<file path="config.mk">
export PLATFORM = sky130hd
export DESIGN_NAME = ps2_key_tx_flat
export DESIGN_NICKNAME = d
export VERILOG_FILES = /design/src/rtl/ps2_key_tx_pkg.sv /design/src/rtl/ps2_key_tx_if.sv /design/src/rtl/ps2_frame_tx.sv /design/src/rtl/ps2_key_tx.sv /design/src/flat_wrapper.sv
export SDC_FILE = /design/constraint.sdc
export NUM_CORES = 1
export LEC_CHECK = 0
export ABC_AREA = 1
export BUFFER_PORTS_ARGS = -buffer_cell sky130_fd_sc_hd__buf_2
export CAP_MARGIN = 25
export CORE_MARGIN = 3
export CORE_UTILIZATION = 35
export CTS_CLUSTER_DIAMETER = 50
export DETAILED_ROUTE_END_ITERATION = 8
export PLACE_DENSITY_LB_ADDON = 0.08
export SYNTH_ARGS = -nofsm -noshare
export SYNTH_HDL_FRONTEND = slang
export SYNTH_SLANG_ARGS = --single-unit
</file>
<file path="constraint.sdc">
create_clock -name clk -period 4.1 [get_ports clk]
set_clock_uncertainty 0.1 [all_clocks]
set_input_delay 0.615 -clock clk [delete_from_list [all_inputs] [get_ports clk]]
set_output_delay 0.615 -clock clk [all_outputs]
set_load 0.01 [all_outputs]
</file>
<file path="src/rtl/ps2_key_tx_pkg.sv">
// Shared definitions for the PS/2 keypad transmitter and the receive-side
// decoder: the frame state encoding, the break prefix and the hex-to-make-code
// table.
package ps2_key_tx_pkg;

   typedef enum logic [1:0] {
      IDLE   = 2'd0,
      BIT_HI = 2'd1,
      BIT_LO = 2'd2,
      GAP    = 2'd3
   } ps2_state_t;

   localparam logic [7:0] BREAK_PREFIX = 8'hF0;

   // Set-2 make code for each hex keypad digit.
   function automatic logic [7:0] hex_to_scancode(input logic [3:0] digit);
      logic [7:0] code;
      case (digit)
         4'h0:    code = 8'h45;
         4'h1:    code = 8'h16;
         4'h2:    code = 8'h1E;
         4'h3:    code = 8'h26;
         4'h4:    code = 8'h25;
         4'h5:    code = 8'h2E;
         4'h6:    code = 8'h36;
         4'h7:    code = 8'h3D;
         4'h8:    code = 8'h3E;
         4'h9:    code = 8'h46;
         4'hA:    code = 8'h1C;
         4'hB:    code = 8'h32;
         4'hC:    code = 8'h21;
         4'hD:    code = 8'h23;
         4'hE:    code = 8'h24;
         default: code = 8'h2B;
      endcase
      return code;
   endfunction

endpackage

</file>
<file path="src/rtl/ps2_key_tx_if.sv">
// Request/response and PS/2 line signals between a keypad source and the
// PS/2 keystroke transmitter.
interface ps2_key_tx_if;

   logic [3:0] num;
   logic       valid;
   logic       ready;
   logic       done;
   logic       ps2_clk;
   logic       ps2_data;

   modport master (
      output num, valid,
      input  ready, done, ps2_clk, ps2_data
   );

   modport slave (
      input  num, valid,
      output ready, done, ps2_clk, ps2_data
   );

endinterface

</file>
<file path="src/rtl/ps2_frame_tx.sv">
// Serialises one byte as an 11-bit PS/2 device frame (start, 8 data bits LSB
// first, odd parity, stop) followed by an idle gap. frame_done is high during
// the final gap cycle; a start seen in that cycle chains the next frame with
// no idle bubble.
module ps2_frame_tx
   import ps2_key_tx_pkg::*;
#(
   parameter int HALF_PERIOD = 2500,
   parameter int GAP_CYCLES  = 5000
)
(
   input  logic       clk,
   input  logic       rst_n,
   input  logic       start,
   input  logic [7:0] byte_in,
   output logic       busy,
   output logic       frame_done,
   output logic       ps2_clk,
   output logic       ps2_data
);

   localparam int TMAX = (HALF_PERIOD > GAP_CYCLES) ? HALF_PERIOD : GAP_CYCLES;
   localparam int TW   = $clog2(TMAX);

   localparam logic [TW-1:0] HALF_LAST = TW'(HALF_PERIOD - 1);
   localparam logic [TW-1:0] GAP_LAST  = TW'(GAP_CYCLES - 1);

   ps2_state_t  state;
   logic [TW-1:0] timer;
   logic [3:0]  bit_idx;
   logic [10:0] frame_bits;
   logic        load;

   assign busy       = (state != IDLE);
   assign frame_done = (state == GAP) && (timer == GAP_LAST);
   assign load       = start && ((state == IDLE) || frame_done);

   // Frame sequencer: times each half period and the gap, shifts out the
   // frame bits and keeps the PS/2 lines registered.
   always_ff @(posedge clk or negedge rst_n) begin
      if (!rst_n) begin
         state      <= IDLE;
         timer      <= '0;
         bit_idx    <= '0;
         frame_bits <= '1;
         ps2_clk    <= 1'b1;
         ps2_data   <= 1'b1;
      end else if (load) begin
         state      <= BIT_HI;
         timer      <= '0;
         bit_idx    <= '0;
         frame_bits <= {1'b1, ~^byte_in, byte_in, 1'b0};
         ps2_clk    <= 1'b1;
         ps2_data   <= 1'b0;
      end else begin
         case (state)
            BIT_HI: begin
               if (timer == HALF_LAST) begin
                  timer   <= '0;
                  state   <= BIT_LO;
                  ps2_clk <= 1'b0;
               end else begin
                  timer <= timer + 1'b1;
               end
            end
            BIT_LO: begin
               if (timer == HALF_LAST) begin
                  timer   <= '0;
                  ps2_clk <= 1'b1;
                  if (bit_idx < 4'd10) begin
                     bit_idx    <= bit_idx + 4'd1;
                     frame_bits <= {1'b1, frame_bits[10:1]};
                     ps2_data   <= frame_bits[1];
                     state      <= BIT_HI;
                  end else begin
                     ps2_data <= 1'b1;
                     state    <= GAP;
                  end
               end else begin
                  timer <= timer + 1'b1;
               end
            end
            GAP: begin
               if (timer == GAP_LAST) begin
                  timer <= '0;
                  state <= IDLE;
               end else begin
                  timer <= timer + 1'b1;
               end
            end
            default: begin
               timer <= '0;
            end
         endcase
      end
   end

endmodule

</file>
<file path="src/rtl/ps2_key_tx.sv">
// PS/2 keyboard emulator for the hex keypad: a single accepted digit is sent
// as make code, break prefix, make code over three back-to-back frames, with
// a one-cycle done pulse when the last frame's gap ends.
module ps2_key_tx
   import ps2_key_tx_pkg::*;
#(
   parameter int HALF_PERIOD = 2500,
   parameter int GAP_CYCLES  = 5000
)
(
   input logic         clk,
   input logic         rst_n,
   ps2_key_tx_if.slave bus
);

   logic       ready_q;
   logic       done_q;
   logic [1:0] byte_idx;
   logic [7:0] make_code;
   logic       accept;
   logic       f_start;
   logic [7:0] f_byte;
   logic       f_busy;
   logic       f_done;
   logic       f_clk;
   logic       f_data;

   assign accept  = bus.valid && ready_q && !f_busy;
   assign f_start = accept || (f_done && (byte_idx != 2'd2));
   assign f_byte  = accept              ? hex_to_scancode(bus.num) :
                    (byte_idx == 2'd0)  ? BREAK_PREFIX : make_code;

   assign bus.ready    = ready_q;
   assign bus.done     = done_q;
   assign bus.ps2_clk  = f_clk;
   assign bus.ps2_data = f_data;

   // Keystroke sequencer: latches the digit's make code on accept and steps
   // through the three bytes as each frame finishes.
   always_ff @(posedge clk or negedge rst_n) begin
      if (!rst_n) begin
         ready_q   <= 1'b1;
         done_q    <= 1'b0;
         byte_idx  <= '0;
         make_code <= '0;
      end else begin
         done_q <= 1'b0;
         if (accept) begin
            ready_q   <= 1'b0;
            byte_idx  <= '0;
            make_code <= hex_to_scancode(bus.num);
         end else if (f_done) begin
            if (byte_idx == 2'd2) begin
               done_q  <= 1'b1;
               ready_q <= 1'b1;
            end else begin
               byte_idx <= byte_idx + 2'd1;
            end
         end
      end
   end

   ps2_frame_tx #(
      .HALF_PERIOD (HALF_PERIOD),
      .GAP_CYCLES  (GAP_CYCLES)
   ) u_frame (
      .clk        (clk),
      .rst_n      (rst_n),
      .start      (f_start),
      .byte_in    (f_byte),
      .busy       (f_busy),
      .frame_done (f_done),
      .ps2_clk    (f_clk),
      .ps2_data   (f_data)
   );

endmodule
</file>
<file path="src/flat_wrapper.sv">
// flat-port wrapper written by rule: the top's interface ports become plain ports
module ps2_key_tx_flat import ps2_key_tx_pkg::*;
#(
   parameter int HALF_PERIOD = 2500,
   parameter int GAP_CYCLES  = 5000
)
  (clk, rst_n, bus_num, bus_valid, bus_ready, bus_done, bus_ps2_clk, bus_ps2_data);
  ps2_key_tx_if bus_i ();
  input logic clk;
  input logic rst_n;
  input wire logic [$bits(bus_i.num)-1:0] bus_num;
  input wire logic [$bits(bus_i.valid)-1:0] bus_valid;
  output wire logic [$bits(bus_i.ready)-1:0] bus_ready;
  output wire logic [$bits(bus_i.done)-1:0] bus_done;
  output wire logic [$bits(bus_i.ps2_clk)-1:0] bus_ps2_clk;
  output wire logic [$bits(bus_i.ps2_data)-1:0] bus_ps2_data;
  assign bus_i.num = bus_num;
  assign bus_i.valid = bus_valid;
  assign bus_ready = bus_i.ready;
  assign bus_done = bus_i.done;
  assign bus_ps2_clk = bus_i.ps2_clk;
  assign bus_ps2_data = bus_i.ps2_data;
  ps2_key_tx #(.HALF_PERIOD(HALF_PERIOD), .GAP_CYCLES(GAP_CYCLES)) u_core (.clk(clk), .rst_n(rst_n), .bus(bus_i));
endmodule
</file>
### Word-level counts from Yosys, hierarchy flattened

Memory sizes are Yosys's and may differ from the RTL's. A register that Yosys moved wholly into a read port is not among the register bits.
Cells that the tools add are included.

| storage, ports and cells | value |
|---|---|
| register bits after elaboration | 44 |
| ROM bits | 224 |
| output and inout bits | 4 |
| memories kept | 2 |

| operators by class | value |
|---|---|
| $add $sub $neg | 3 |
| $lt $le $gt $ge | 1 |
| eq/ne operators | 11 |
| muxes and demuxes | 37 |
| reduce and logical (&&, ||, !) cells | 27 |

Memory list:

| memory | words | width | read ports | clocked after Yosys merged registers in | write ports | RTL line | RTL |
|---|---|---|---|---|---|---|---|
| (name not given) | 16 | 7 | 1 | 1 | 0 | ps2_key_tx_pkg.sv:18 | `case (digit)` |
| (name not given) | 16 | 7 | 1 | 0 | 0 | ps2_key_tx_pkg.sv:18 |  |

Operators with widths:

| kind | number |
|---|---|
| 2-to-1 mux 11 bit | 4 |
| 2-to-1 mux 13 bit | 3 |
| case mux 13 bit (2 select lines) | 1 |
| 2-to-1 mux 2 bit | 8 |
| 2-to-1 mux 4 bit | 4 |
| 2-to-1 mux 8 bit | 2 |
| adder 13 x 1 -> 13 bit (second input constant) | 1 |
| equality test 13 x 12 -> 1 bit (second input constant) | 1 |
| equality test 13 bit (second input constant) | 1 |
| 2-to-1 mux 1 bit | 13 |
| nonzero test 2 bit | 6 |
| XNOR reduction 8 bit | 1 |
| equality test 2 bit (second input constant) | 3 |
| != test 3 bit (second input constant) | 2 |
| case mux 2 bit (3 select lines) | 1 |
| AND reduction 2 bit | 3 |
| AND reduction 3 bit | 2 |
| logical AND 1 bit | 5 |
| adder 4 x 1 -> 4 bit (second input constant) | 1 |
| logical NOT 2 bit | 2 |
| < comparator 4 bit (second input constant) | 1 |
| AND reduction 4 bit | 1 |
| nonzero test 4 bit | 1 |
| != test 3 x 2 -> 1 bit (second input constant) | 1 |
| 9 further kinds | 11 |

### Longest topological paths before layout

Gate-level depths: netlist (run 1).

| logic depth | value |
|---|---|
| word-level depth | 7 |
| gate-level depth with buffers | 16 |
| mapped depth without buffers | 16 |

### Cells and area by module

Synthesis (run 1) repeated with hierarchy kept, for this count alone.

| second synthesis, totals | value |
|---|---|
| cells, all modules | 362 |
| area, all modules | 2706.3 um^2 |

Modules (own cells, without submodules):

| module | instances | cells an instance | area an instance (um^2) | sequential area each (um^2) |
|---|---|---|---|---|
| ps2_frame_tx | 1 | 248 | 1898.1 | 764.5 |
| ps2_key_tx | 1 | 114 | 808.3 | 276.5 |

### Worst setup path after synthesis (run 1)

OpenSTA, ideal clock, no wires.

| timing | value |
|---|---|
| kind | input -> register |
| from | in bus_num[1] |
| to | reg u_core.u_frame.frame_bits[9] |
| arrival | 1767 ps |
| setup slack | 2160 ps |
| cell stages on the path | 13 |
| cell sequence | inv_1 ha_1 inv_1 nand2_1 nand3_1 a21boi_0 nand2_1 nand2_1 nand2_1 nand3_1 nand3_1 nand2_1 inv_1 |

| on the way | value |
|---|---|
| cells in the longest elaborated chain, start to end | 4 |

Ends and longest elaborated chain:

| item | RTL line | RTL |
|---|---|---|
| start, declared | flat_wrapper.sv:11 | `input wire logic [$bits(bus_i.num)-1:0] bus_num;` |
| memory (16 x 7 bit) | -- |  |
| 2-to-1 mux 8 bit | ps2_key_tx.sv:30 | `assign f_byte = accept ? hex_to_scancode(bus.num) :` |
| XNOR reduction 8 bit | ps2_frame_tx.sv:52 | `frame_bits <= {1'b1, ~^byte_in, byte_in, 1'b0};` |
| 2-to-1 mux 11 bit | ps2_frame_tx.sv:48 | `end else if (load) begin` |
| end signal, assigned | ps2_frame_tx.sv:52 |  |
| end signal, assigned | ps2_frame_tx.sv:72 | `frame_bits <= {1'b1, frame_bits[10:1]};` |
| end, declared | ps2_frame_tx.sv:31 | `logic [10:0] frame_bits;` |

No other way between the ends.
A chain may end at the register's enable or synchronous reset.

### Worst setup path after layout (run 1)

| timing | value |
|---|---|
| from | reg u_core.u_frame.state[1] |
| to | reg u_core.u_frame.frame_bits[3] |

| on the way | value |
|---|---|
| cells in the longest elaborated chain, start to end | 7 |
| elaborated cells between the ends (all ways) | 17 |

Ends and longest elaborated chain:

| item | RTL line | RTL |
|---|---|---|
| start, declared | ps2_frame_tx.sv:28 | `ps2_state_t state;` |
| start signal, assigned | ps2_frame_tx.sv:42 | `state <= IDLE;` |
| start signal, assigned | ps2_frame_tx.sv:49 | `state <= BIT_HI;` |
| start signal, assigned | ps2_frame_tx.sv:60 | `state <= BIT_LO;` |
| equality test 2 bit / nonzero test 2 bit (equally long branches) | ps2_frame_tx.sv:35, ps2_frame_tx.sv:34 |  |
| logical AND 1 bit / logical NOT 1 bit (equally long branches) | ps2_frame_tx.sv:35, ps2_key_tx.sv:28 |  |
| logical AND 1 bit, on equally long branches | ps2_key_tx.sv:29, ps2_key_tx.sv:28 |  |
| logical OR 1 bit | ps2_key_tx.sv:29 | `assign f_start = accept \|\| (f_done && (byte_idx != 2'd2));` |
| logical AND 1 bit | ps2_frame_tx.sv:36 | `assign load = start && ((state == IDLE) \|\| frame_done);` |
| nonzero test 2 bit (no line) | -- |  |
| AND reduction 3 bit (no line) | -- |  |

Parallel ways exist; a longest one is shown, timed or not.

==> results of run 1 <==
[metal layers]
layer	global-route usage	vias up
li1	-	1096
met1	0.216	943
met2	0.181	22
met3	0.0282	4
met4	0.0264	0
met5	0	-
[flip-flops by register name, indices dropped and copies added, names as in the netlist]
register / count
u_core.u_frame.timer: 13
u_core.u_frame.frame_bits: 9
u_core.make_code: 7
u_core.u_frame.bit_idx: 4
u_core.byte_idx: 2
u_core.u_frame.state: 2
u_core.bus.done: 1
u_core.bus.ready: 1
u_core.u_frame.ps2_clk: 1
u_core.u_frame.ps2_data: 1
[layout make-up]
type	instances	area, sq um
multi-input cells	247	1280
clock buffers	6	82.6
inverters	44	166
flip-flops and latches	41	1040
repair buffers	11	70.1
well taps	96	120
clock inverters	2	37.5
fillers	759	4110
[layout by cell type, fill, tap and decap left out, types with 6 or more instances in the layout]
master | Yosys | final
a21oi_1 | 9 | 9
a31oi_1 | 9 | 9
buf_2 | 4 | 10
clkbuf_8 | 0 | 6
dfrtp_1 | 29 | 29
dfstp_2 | 12 | 12
ha_1 | 16 | 16
inv_1 | 41 | 41
nand2_1 | 102 | 102
nand3_1 | 30 | 30
nor2_1 | 38 | 38
o21ai_0 | 12 | 12
[worst max path at each step]
stage,depth (start not counted),startpoint,end
after floorplan,13,bus_num[1],u_core.u_frame.frame_bits[9]
after global placement,6,bus_valid,u_core.u_frame.timer[2]
after detailed placement,15,bus_num[0],u_core.u_frame.frame_bits[9]
after CTS,8,u_core.u_frame.state[0],u_core.u_frame.frame_bits[3]
after global routing,9,u_core.u_frame.state[0],u_core.u_frame.bit_idx[0]
final,8,u_core.u_frame.state[1],u_core.u_frame.frame_bits[3]
[power by group]
| part | total, mW | switching, mW | internal [mW] |
|---|---|---|---|
| registers | 0.405 | 0 | 0.405 |
| logic | 0.0356 | 0.0252 | 0.0105 |
| clock network | 0.349 | 0.151 | 0.198 |
| total | 0.789 | 0.176 | 0.613 |
[cells by family after synthesis]
family,after synthesis,synth area share
simple gates,189,0.319
fa+ha+maj,16,0.0787
buf+inv,52,0.0880
flops,41,0.409
compound gates,36,0.0851
xor+xnor,6,0.0206
[worst reg2reg max path, cell delays in order, from the launching register on]
cell and delay [ns]:
dfrtp_1 0.43, inv_1 0.11, ha_1 0.17, nand3_2 0.33, nand2_1 0.28, nand2_4 0.19, o21ai_4 0.29, nor2_1 0.11
a31oi_1 0.23
[per-stage QoR]
step / hold slack, ns / area, sq um / power [mW] / util / setup slack (ns)
floorplan: 0.219 / 2540 / 0.430 / - / 2.16
global placement: 0.347 / 2660 / 0.446 / 0.385 / 1.76
detailed placement: 0.369 / 2660 / 0.446 / 0.385 / 1.78
CTS: 0.382 / 2780 / 0.798 / 0.402 / 1.76
global route: 0.155 / 2800 / 0.825 / 0.405 / 1.47
finish: 0.143 / 2800 / 0.789 / 0.405 / 1.78
==> flow_summary_export.csv, run 1 <==
group,metric,value,unit
run_status,status,"complete, no violations",
critical_path,r2r_start,"u_core.u_frame.state[1]",
synth,synth_most_common_cell,"nand2_1",
timing,hold_violations,0,
critical_path,worst-path-max-fanout,24,
clock_network,cts.reportedPaths.clkPinSlew,0.09,ns
critical_path,cp.required,4.20,ns
global_routing,first_global_vias,1837,
clock_network,clkLatencyLatePin,0.29,ns
critical_path,crit_path_cell_trace,"inv_1 > ha_1 > nand3_2 > nand2_1 > nand2_4 > o21ai_4 > nor2_1 > a31oi_1",
route,viasPerCell,4.62,
finish,area_delta_synth_final,9.93,%
clock_network,htreeDepth,2,
route,route.top_layer_used,"met4",
finish,nets,373,
critical_path,crit_type,"reg2reg",
timing,setup_viol,0,
placement,portBuffers,10,
power_and_ir_drop,p_leak,1.40,nW
critical_path,cp-start-kind,"flip-flop",
finish,drive_gt1_frac,0.120,
critical_path,cpPeakStageDelay,0.43,ns
global_routing,grt_max_degree,42,
power_and_ir_drop,power.density,282,mW/mm^2
floorplanning,die_h,91.3,um
timing,max_freq,430,MHz
synth,ys.flop_type,"dfrtp_1",
route,detailroute.wirelength.met3,129,um
global_routing,track_usage,0.134,
global_routing,overflow,0,
synth,synth_cells,340,
route,wirelength_met1,3.09,mm
clock_network,cts_resized,0,
clock_network,cts_tree,"built",
critical_path,r2r_cells,8,
route,drt_first_iter_violations,96,
timing,drv_slew,0,
timing,setup_tns,0,ns
finish,final_cells,447,
timing,finalCriticalPeriod,2.32,ns
synth,async_flop_share,1.00,
critical_path,crit_arrival,2.42,ns
route,route.detailed.drc,0,
critical_path,crit_buf_inv,1,
floorplanning,start_util,0.368,
finish,n_antenna_cell,0,
critical_path,critPathTopFamily,"simple AND/OR/NAND/NOR gates",
placement,gp_congestion,0.823,
timing,worstMarginPinSlew,0.609,ns
placement,dp_hpwl,3.91,mm
critical_path,r2r-end,"u_core.u_frame.frame_bits[3]",
critical_path,regToRegSetupSlack,1.78,ns
route,wl_met2,2.19,mm
synth,synth_edf_count,0,
critical_path,worstSetupEndpointType,"flip-flop",
synth,netlist_top_cells_area,"dfrtp_1 29%, nand2_1 15%, dfstp_2 12%",
synth,synth_nets,363,
synth,ys_seq_elements,41,
route,routed_wl,5.45,mm
route,routed-via-count,2065,
job,maxCapViolCount,0,
synth,avgSynthCellArea,7.49,sq um
timing,rsz0062_at_grt,"false",
synth,ys_seq_area_frac,0.409,
placement,dp.cells,438,
clock_network,cts_setup_buffers,0,
global_routing,grt_antenna_before_repair,0,
power_and_ir_drop,ir_drop,0.000117,V
floorplanning,core_area,0.00691,sq mm
synth,synth.cell_area,0.00254,sq mm
critical_path,slowest_stage,"dfrtp_1",
route,wl_per_cell,12.2,um
clock_network,cts_hold_buf,0,
global_routing,grt_pass1_wl,9.09,mm
clock_network,cts.sinks,41,
floorplanning,pin_count,11,
timing,fin_crit_sh,0.567,
synth,synth_top_area_cell,"dfrtp_1",
route,first_pass_iters,4,
synth,ys_top_cells_by_count,"102 x nand2_1, 41 x inv_1, 38 x nor2_1",
floorplanning,rows,30,
clock_network,cts_inserted_buffers,5,
clock_network,cts_buffer_depth,2,
synth,ys_types,33,
synth,yosys_warnings,0,
floorplanning,dieWidth,91.3,um
floorplanning,die_area,0.00833,sq mm
hold_path,hp-class,"in2async",
route,ant_nets,0,
timing,maxSlewHeadroom,0.592,
synth,yosysTopAreaCellShare,0.285,
clock_network,cts_root_buffer,"clkbuf_8",
No activity file was read; power rests on OpenSTA's default activity.
==> inputs of run 2 (changes only) <==
- ABC_AREA: 1 -> 0
- clock period: 4.1 -> 2 ns (I/O delays scaled with it)
==> flow_summary_export.csv, run 2 <==
group,metric,value,unit
power_and_ir_drop,power.density,472,mW/mm^2
synth,netlist_top_cells_area,"dfrtp_1 30%, dfstp_2 13%, ha_1 8.3%",
synth,ys_top_cells_by_count,"29 x dfrtp_1, 29 x nand2_1, 29 x nor2_1",
global_routing,track_usage,0.156,
route,drt_first_iter_violations,31,
global_routing,grt_max_degree,27,
timing,hold_violations,0,
finish,layout_common_cells,"54 x buf_4, 29 x dfrtp_1, 26 x nand2_1",
route,first_pass_iters,4,
floorplanning,rows,29,
critical_path,slowest_stage,"or4b_4",
critical_path,worstSetupEndpointType,"flip-flop",
floorplanning,die_h,89.0,um
synth,async_flop_share,1.00,
route,ant_nets,0,
synth,synth_edf_count,0,
timing,fin_crit_sh,1.05,
hold_path,hp-class,"in2async",
global_routing,grt_antenna_before_repair,0,
synth,synth_cells,252,
synth,yosys_warnings,0,
route,wl_per_cell,13.7,um
route,routed_wl,5.51,mm
run_status,status,"finished with violations",
clock_network,htreeDepth,2,
timing,worst_slack,-0.103,ns
finish,top_register,"u_core.u_frame.timer",
floorplanning,core_area,0.00649,sq mm
global_routing,first_global_vias,2010,
finish,top_regs,"u_core.u_frame.timer x13, u_core.u_frame.frame_bits x9, u_core.make_code x7",
critical_path,cp.required,2.13,ns
placement,portBuffers,10,
synth,ys_seq_area_frac,0.432,
clock_network,cts.reportedPaths.clkPinSlew,0.08,ns
finish,n_antenna_cell,0,
finish,area_delta_synth_final,43.0,%
critical_path,cp-start-kind,"flip-flop",
job,maxCapViolCount,0,
critical_path,crit_arrival,2.23,ns
route,routed-via-count,1956,
placement,gp_congestion,0.795,
finish,nets,346,
finish,drive_gt1_frac,0.435,
timing,holdWs,0.352,ns
synth,synth_nets,275,
synth,yosysTopAreaCellShare,0.301,
synth,avgSynthCellArea,9.56,sq um
critical_path,crit_path_cell_trace,"ha_2 > or4b_4 > nor2_4 > a41oi_4 > a21boi_4 > buf_4 > a21o_1",
global_routing,grt_pass1_wl,9.44,mm
timing,drv_slew,0,
timing,worstMarginPinSlew,0.385,ns
placement,dp_hpwl,3.93,mm
route,viasPerCell,4.88,
finish,final_common_cell,"buf_4",
timing,finalCriticalPeriod,2.10,ns
power_and_ir_drop,ir_drop,0.000306,V
floorplanning,dieWidth,89.0,um
critical_path,worst-path-max-fanout,9,
clock_network,cts_root_buffer,"clkbuf_8",
floorplanning,start_util,0.371,
floorplanning,pin_count,11,
synth,ys_types,46,
synth,ys_seq_elements,41,
power_and_ir_drop,total_power,1.63,mW
synth,synth_top_area_cell,"dfrtp_1",
clock_network,cts.sinks,41,
clock_network,cts_inserted_buffers,5,
synth,ys.flop_type,"dfrtp_1",
run_status,violations,"negative setup slack",
clock_network,clkLatencyLatePin,0.29,ns
placement,pre_cts_ws,-0.177,ns
route,route.detailed.drc,0,
clock_network,cts_buffer_depth,2,
finish,largest_reg_flops,13,
critical_path,regToRegSetupSlack,-0.10,ns
synth,synth.cell_area,0.00241,sq mm
floorplanning,die_area,0.00791,sq mm
power_and_ir_drop,p_leak,1.56,nW
critical_path,cpPeakStageDelay,0.50,ns
clock_network,cts_tree,"built",
timing,max_freq,475,MHz
critical_path,crit_type,"reg2reg",
global_routing,overflow,0,
timing,maxSlewHeadroom,0.743,
timing,rsz0062_at_grt,"true",
timing,setup_viol,28,
-- run 2: per-stage QoR --
| step | instances | setup TNS [ns] | cell area [sq um] | utilization |
|---|---|---|---|---|
| 2_1_floorplan | 252 | -0.537 | 2440 | - |
| 4_1_cts | 398 | -2.12 | 3260 | 0.502 |
| 5_1_grt | 401 | -5.17 | 3440 | 0.530 |
| 3_5_place_dp | 383 | -2.72 | 2960 | 0.456 |
| 3_3_place_gp | 383 | -2.41 | 2960 | 0.456 |
| 6_report | 401 | -1.60 | 3440 | 0.530 |
-- run 2: layout make-up --
type | count | area (sq um)
Inverter | 14 | 52.6
Clock buffer | 7 | 86.3
Tap cell | 77 | 96.3
Multi-Input combinational cell | 188 | 1540
Fill cell | 580 | 3050
Timing Repair Buffer | 73 | 599
Sequential cell | 41 | 1040
Clock inverter | 1 | 30.0
-- run 2: logic make-up after synthesis --
logic type | count (synthesis) | synth area share
adder cells (fa/ha/maj) | 16 | 0.0831
XOR/XNOR | 21 | 0.0764
AND/OR/NAND/NOR | 96 | 0.198
flip-flops | 41 | 0.432
buffers and inverters | 24 | 0.0436
multiplexers | 9 | 0.0436
AO/OA/AOI/OAI | 45 | 0.123
-- run 2: worst max-delay path: cells and delay by family, from the launching register on --
kind	cells	cell delay, ns
buf+inv	1	0.18
simple gates	2	0.66
fa+ha+maj	1	0.17
compound gates	3	0.57
flops	1	0.36
-- run 2: what timing repair did --
item	4_1_cts	5_1_grt
hold endpoints to repair	12	0
buffers inserted	5	2
pin swaps	11	22
resized for setup	27	38
hold buffers	1	0
gates cloned	1	1
endpoints found under the setup margin	30	34
-- run 2: worst paths after layout --
check                                        startpoint                           end  cells after the start
max                             u_core.u_frame.timer[0]  u_core.u_frame.frame_bits[7]                      7
min                                               rst_n               u_core.bus.done                      2
max reg2reg                     u_core.u_frame.timer[0]  u_core.u_frame.frame_bits[7]                      7
min reg2reg                u_core.u_frame.frame_bits[6]  u_core.u_frame.frame_bits[6]                      2
max in group asynchronous                         rst_n              u_core.bus.ready                      3
min in group clk           u_core.u_frame.frame_bits[6]  u_core.u_frame.frame_bits[6]                      2
-- run 2: routing by layer --
metal	up-vias	GRT usage	part of all wire	wire (um)
li1	999	-	-	-
met5	-	0	0	0
met2	20	0.258	0.50	2730
met4	0	0.0528	0.013	70
met1	932	0.206	0.47	2610
met3	5	0.0276	0.018	97
-- run 2: where the power goes --
| part | internal, mW | switching [mW] |
|---|---|---|
| clock | 0.407 | 0.295 |
| sequential | 0.829 | 0 |
| combinational | 0.0430 | 0.0521 |
| total | 1.28 | 0.347 |
